===== src/rtl/io_input_bank.sv =====
// ---------------------------------------------------------------------------
// io_input_bank
//   Bank of N_PORTS debounced input channels. Each channel is synchronised
//   through two flops. It then has to hold a new value for DB_CYCLES
//   consecutive cycles before that value is accepted into the channel's stable
//   register. Each accepted change sets a sticky status bit. The status bits
//   drive a level interrupt and are cleared by reading the status word.
//
// Parameters
//   N_PORTS   number of input channels (1..8)
//   PORT_W    width of each channel (1..32)
//   DB_CYCLES debounce stability count (1..255)
//   BASE_SEL  addr[7:2] value of word 0
//
// Ports
//   io_clk        single clock, rising edge
//   resetn        asynchronous active-low reset
//   addr          byte address, only addr[7:2] decoded
//   rd_en         read strobe, qualifies read-to-clear of the status word
//   in_ports      raw asynchronous inputs, channel i at [i*PORT_W +: PORT_W]
//   io_read_data  combinational read data
//   irq           high while any status bit is set
//
// Word map (k = addr[7:2] - BASE_SEL)
//   0..N_PORTS-1  stable value of channel k
//   N_PORTS       status bits (read-to-clear when rd_en)
//   N_PORTS+1     ID word {16'h0, N_PORTS, PORT_W}
//   others        zero
// ---------------------------------------------------------------------------
module io_input_bank #(
  parameter int          N_PORTS   = 4,
  parameter int          PORT_W    = 5,
  parameter int          DB_CYCLES = 4,
  parameter logic [5:0]  BASE_SEL  = 6'b110000
) (
  input  logic                        io_clk,
  input  logic                        resetn,
  input  logic [31:0]                 addr,
  input  logic                        rd_en,
  input  logic [N_PORTS*PORT_W-1:0]   in_ports,
  output logic [31:0]                 io_read_data,
  output logic                        irq
);

  localparam logic [7:0] DB_LAST = 8'(DB_CYCLES - 1);

  logic [PORT_W-1:0]  r_s1     [N_PORTS];
  logic [PORT_W-1:0]  r_s2     [N_PORTS];
  logic [PORT_W-1:0]  r_stable [N_PORTS];
  logic [7:0]         r_cnt    [N_PORTS];
  logic [N_PORTS-1:0] r_status;

  logic [5:0]         w_k;
  logic               w_clr;
  logic [N_PORTS-1:0] w_set;
  logic               w_unused_addr;

  // Modulo-64 subtraction maps addresses below BASE_SEL to large offsets,
  // which fall into the "return zero" region.
  assign w_k           = addr[7:2] - BASE_SEL;
  assign w_clr         = rd_en && (w_k == 6'(N_PORTS));
  assign w_unused_addr = &{1'b0, addr[31:8], addr[1:0]};

  // A channel completes its debounce when it still differs on the final count.
  always_comb begin
    w_set = '0;
    for (int i = 0; i < N_PORTS; i++) begin
      w_set[i] = (r_s2[i] != r_stable[i]) && (r_cnt[i] == DB_LAST);
    end
  end

  always_ff @(posedge io_clk or negedge resetn) begin
    if (!resetn) begin
      for (int i = 0; i < N_PORTS; i++) begin
        r_s1[i]     <= '0;
        r_s2[i]     <= '0;
        r_stable[i] <= '0;
        r_cnt[i]    <= '0;
      end
      r_status <= '0;
    end else begin
      for (int i = 0; i < N_PORTS; i++) begin
        r_s1[i] <= in_ports[i*PORT_W +: PORT_W];
        r_s2[i] <= r_s1[i];
        if (r_s2[i] == r_stable[i]) begin
          // Any return to the stable value, including a glitch, restarts the count.
          r_cnt[i] <= '0;
        end else if (w_set[i]) begin
          r_stable[i] <= r_s2[i];
          r_cnt[i]    <= '0;
        end else begin
          r_cnt[i] <= r_cnt[i] + 8'd1;
        end
      end
      // A new event on the same edge as a read-clear is kept, so it is not lost.
      r_status <= (r_status & ~{N_PORTS{w_clr}}) | w_set;
    end
  end

  always_comb begin
    io_read_data = '0;
    for (int i = 0; i < N_PORTS; i++) begin
      if (w_k == 6'(i)) io_read_data[PORT_W-1:0] = r_stable[i];
    end
    if (w_k == 6'(N_PORTS)) io_read_data[N_PORTS-1:0] = r_status;
    if (w_k == 6'(N_PORTS + 1)) io_read_data = {16'h0, 8'(N_PORTS), 8'(PORT_W)};
  end

  assign irq = |r_status;

endmodule


===== config.mk =====
export PLATFORM = sky130hd
export DESIGN_NAME = io_input_bank
export DESIGN_NICKNAME = d
export VERILOG_FILES = /design/src/rtl/io_input_bank.sv
export SDC_FILE = /design/constraint.sdc
export NUM_CORES = 1
export LEC_CHECK = 0
export BUFFER_PORTS_ARGS = -buffer_cell sky130_fd_sc_hd__buf_2
export CAP_MARGIN = 20
export CORE_AREA = 2 2 122 94
export DETAILED_ROUTE_END_ITERATION = 8
export DIE_AREA = 0 0 124 96
export SLEW_MARGIN = 40
export SYNTH_ARGS = -nofsm -noshare
export SYNTH_HDL_FRONTEND = slang
export SYNTH_SLANG_ARGS = --single-unit

===== constraint.sdc =====
create_clock -name io_clk -period 1.77 [get_ports io_clk]
set_input_delay 0.354 -clock io_clk [delete_from_list [all_inputs] [get_ports io_clk]]
set_output_delay 0.354 -clock io_clk [all_outputs]
set_load 0.03 [all_outputs]

Word-level counts from Yosys, hierarchy flattened
Cells that the tools add are included.

$add $sub $neg: 5. Eq/ne operators: 17. Mux-type cells: 14. Bitwise gates (word level): 7. Reductions and logical operators: 11.

Operators by type and width (number): $mux 8 (8); $add 8x1->8 const B (4); $eq 8x2->1 const B (4); $eq 5x5->1 (4); $mux 5 (4); $ne 5x5->1 (4); $eq 6x2->1 const B (2); $eq 6x3->1 const B (2); $mux 11 (1); $reduce_and 2->1 (4); $eq 6x1->1 const B (1); $logic_not 6->1 (1); $sub 6x6->6 const B (1); $logic_and 1x1->1 (5); $and 4x4->4 (1); $mux 4 (1); $not 1->1 (4); $not 4->4 (1); $or 4x4->4 (1); $reduce_or 4->1 (1).

Bits in registers: 96. Input port bits: 55. Output and inout bits: 33. Logic and storage cells: 71.

Longest topological paths before layout
Depth in word-level cells: 8. Depth in mapped cells: 5.

Worst setup path before layout
No wires, ideal clock.

Path type: in2out. Start: input addr[2]. End: output io_read_data[1]. Arrival time: 1.567 ns. Required time: 1.416 ns. Path slack: -0.151 ns. Stages: 4. Buffers on the path: 1. Path through: buf_2 > mux4_2 > inv_1 > o21ai_0.

Cells in the longest elaborated chain, start to end: 8.

Ends and longest elaborated chain: start, declared (line 38) `input logic [31:0] addr,`; $sub 6x6->6 (*) (line 60) `assign w_k = addr[7:2] - BASE_SEL;`; $logic_not 6->1 (line 103) `if (w_k == 6'(i)) io_read_data[PORT_W-1:0] = r_stable[i];`; $mux 5 (4 in series) (line 103); $mux 4 (line 105) `if (w_k == 6'(N_PORTS)) io_read_data[N_PORTS-1:0] = r_status;`; $mux 11 (*) (line 106) `if (w_k == 6'(N_PORTS + 1)) io_read_data = {16'h0, 8'(N_PORTS), 8'(PORT_W)};`; end, declared (line 41) `output logic [31:0] io_read_data,`.

Mark *: on every way between the ends. The rest lies on a longest branch, timed or not.

Worst setup path after layout
Start: register r_stable[12] (netlist name). End: output io_read_data[2].

Cells in the longest elaborated chain, start to end: 5.

Ends and longest elaborated chain: start, declared (line 49) `logic [PORT_W-1:0] r_stable [N_PORTS];`; start signal, assigned by index (line 89) `r_stable[i] <= r_s2[i];`; $mux 5 (3 in series) (line 103); $mux 4 (line 105); $mux 11 (line 106).

Every way passes these cells.

==> key figures <==
Power and ir drop
  – P_leak: 2.298 nW
  – Tot Pwr: 7.856 mW
  – Pwr Density: 1567 mW/mm^2
  – Peak supply drop: 0.6652 mV

Logic synthesis
  – Ys Warns: 0
  – Sequential area share after synthesis: 59.94%
  – Post-synth ARST share: 100.0%
  – Largest area contributor in the netlist: dfrtp_1
  – Synthesized flop and latch total: 96
  – Primary FF master, synth: dfrtp_1
  – Synth Instances: 322
  – Cell Area, Synth: 0.004008 mm^2
  – Yosys cell types: 38
  – Synth top area cells: dfrtp_1, buf_4, xnor2_1
  – Syn Area/Cell: 12.45 um^2
  – EDFF count, synth: 0
  – Area share of the largest cell type after synthesis: 59.94%

Run status
  – Status: finished with violations
  – Failing checks: setup timing

Floorplan
  – Die width: 124 um
  – Rows: 33
  – Total core area: 0.01074 mm^2
  – Chip height: 96 um
  – Starting density of the core: 37.33%
  – # IOs: 88
  – Die ar.: 0.01190 mm^2

STA
  – RSZ-0062 raised after global routing: yes
  – Final Hold Fails: 0
  – Tcrit/Tclk final: 105.5%
  – Fin Clk Skew: 0.006020 ns
  – FMAX: 0.5357 GHz
  – Setup TNS: -0.4873 ns
  – Slew Limit Fails: 0
  – Fin crit period: 1.867 ns
  – Final setup violation count: 6
  – Final WS setup: -0.09679 ns

Placed design
  – DP Worst Slack: -0.1564 ns
  – Number of port buffers: 35
  – GP Congestion: 0.8131
  – Placed cell count: 509
  – DP HPWL: 4.792 mm

Clock tree
  – Clock Tree Root: clkbuf_16
  – TritonCTS Buffers: 9
  – Clk pin slew, worst setup/hold paths: 0.07 ns
  – Clock Path Buffers: 2
  – CTS tree: yes
  – # H-tree levels: 3
  – Worst-Skew Late Latency: 0.34 ns
  – Sink Count: 96

Setup path
  – Crit path largest cell delay: 0.48 ns
  – Crit. End Element: output port
  – Reg2reg end: r_stable[15]
  – Crit-path cells: mux4_2, inv_2, o22ai_2, buf_6
  – Cells on worst reg2reg path: 4
  – Critical-path top delay cell: mux4_2
  – CP Launch Type: flip-flop
  – CP Data Arrival Time: 1.51 ns
  – Start point of the critical path: r_stable[12]
  – Worst R2R Start: r_stable[17]
  – Reg2reg setup slack: 0.02 ns
  – Crit Path Class: reg -> out
  – Worst-path maximum fanout: 2
  – CP required: 1.42 ns

Cells and area
  – Layout cells sized above 1: 31.86%
  – Area Overhead vs Synth: 25.10%
  – Fin cells: 548
  – Fin nets: 462
  – Ant diodes: 0

Drt
  – Vias: 2434
  – 1st-pass router iterations: 4
  – Drt total wl: 7.078 mm
  – Post-route ant nets: 0
  – Vias per inst: 4.442
  – DRC viols: 0
  – Routed WL per cell: 12.92 um
  – Drt initial violations: 174

Global routing
  – Grt ovf: 0
  – Initial antenna violation count: 0
  – Largest net degree at the start of global routing: 54
  – Vias in the first global route: 2478
  – First-pass GRT wire length: 12.20 mm
  – GRT Total Usage: 13.65%

Worst hold path
  – Hold Path Class: in -> reg
  – Hold_sp: in_ports[8]
  – Hold Path Stages: 1
  – Hold EP: r_s1[13]

Flow run
  – Maxcap violations: 0
-- placed cells by master (no fill, tap or decap), types with 4 or more instances in the layout --
cell       instances
dfrtp_1           96
nor2_1            41
buf_4             36
buf_2             27
conb_1            26
xnor2_1           22
xor2_1            18
nand3_1           16
nand2_1           15
mux2_2            11
clkbuf_16          9
buf_6              7
inv_1              6
mux4_2             5
mux2_1             5
o21ai_2            4
inv_2              4
and3_1             4
mux2_4             4
-- power by group --
| group | internal (mW) | total [mW] | switching, mW |
|---|---|---|---|
| registers | 2.79 | 3.30 | 0.508 |
| clock network | 1.26 | 2.11 | 0.850 |
| logic | 1.37 | 2.45 | 1.08 |
| total | 5.41 | 7.86 | 2.44 |
-- cell families (layout without fill, tap and decap cells) --
family          Yosys count  count (layout)  share of synthesized area, %
compound gates           15              15                         2.873
buf+inv                  37              98                         5.932
simple gates            104             104                         12.36
xor+xnor                 40              40                         8.742
flops                    96              96                         59.94
other cells               1              26                       0.09357
fa+ha+maj                 4               4                         1.249
mux                      25              25                         8.804
-- per-layer routing --
layer | wire, um | up-vias | track usage [%]
li1 | - | 1191 | -
met1 | 3343 | 1185 | 18.64
met2 | 3325 | 47 | 20.70
met3 | 274 | 11 | 3.910
met4 | 134 | 0 | 5.337
met5 | 0 | - | 0
-- critical path, delay by kind of cell (launching register included) --
family                 cells  cell delay (ns)
buffers and inverters      2             0.21
AO/OA/AOI/OAI              1             0.07
flip-flops                 1             0.41
multiplexers               1             0.48
-- synth_stat cells (3+ instances only) --
| master | count |
|---|---|
| nor3_1 | 4 |
| nor2b_1 | 4 |
| dfrtp_1 | 96 |
| ha_1 | 4 |
| mux2_4 | 4 |
| o2bb2ai_1 | 3 |
| mux2_2 | 11 |
| nand2b_1 | 3 |
| nor4_1 | 3 |
| nand3_1 | 16 |
| xnor2_1 | 22 |
| inv_1 | 10 |
| nor2_1 | 42 |
| xor2_1 | 18 |
| mux4_2 | 5 |
| buf_4 | 26 |
| nand2_1 | 15 |
| and3_1 | 4 |
| and2_1 | 3 |
| mux2_1 | 5 |
-- through the flow --
step                      hold slack (ns)  instance area [um^2]  utilization, %
final                              0.1138                  5014           46.70
after global placement             0.2093                  4372           40.72
after global routing              0.09425                  5014           46.70
after CTS                          0.1011                  4946           46.07
after floorplan                   0.05841                  4101               -
after detailed placement           0.2112                  4377           40.77
-- area by class of cell --
class / instances / area [um^2]
inverter: 10 / 37.54
sequential: 96 / 2402
multi-input combinational: 214 / 1556
clock inverter: 7 / 102.6
clock buffer: 9 / 225.2
tap: 140 / 175.2
fill: 986 / 5722
timing repair buffer: 72 / 514.2
-- flip-flops by register name, indices dropped and copies added, names as in the netlist --
| signal | count |
|---|---|
| r_cnt | 32 |
| r_s1 | 20 |
| r_s2 | 20 |
| r_stable | 20 |
| r_status | 4 |
-- how the worst max path moves through the flow --
stage	end	slack, ns	cells after the start
after floorplan	io_read_data[0]	-0.09	3
after global placement	io_read_data[0]	-0.16	5
after detailed placement	io_read_data[2]	-0.16	5
after CTS	io_read_data[2]	-0.11	4
after global routing	io_read_data[1]	-0.14	4
final	io_read_data[2]	-0.1	4
-- timing repair --
item | 4_1_cts | 5_1_grt
hold endpoints to repair | 12 | 0
pin swaps | 4 | 1
resized for setup | 26 | 10
setup endpoints to repair | 11 | 24
setup buffers | 19 | 3
hold buffers | 1 | 0
Note: power is estimated with default switching activity, not from simulation.
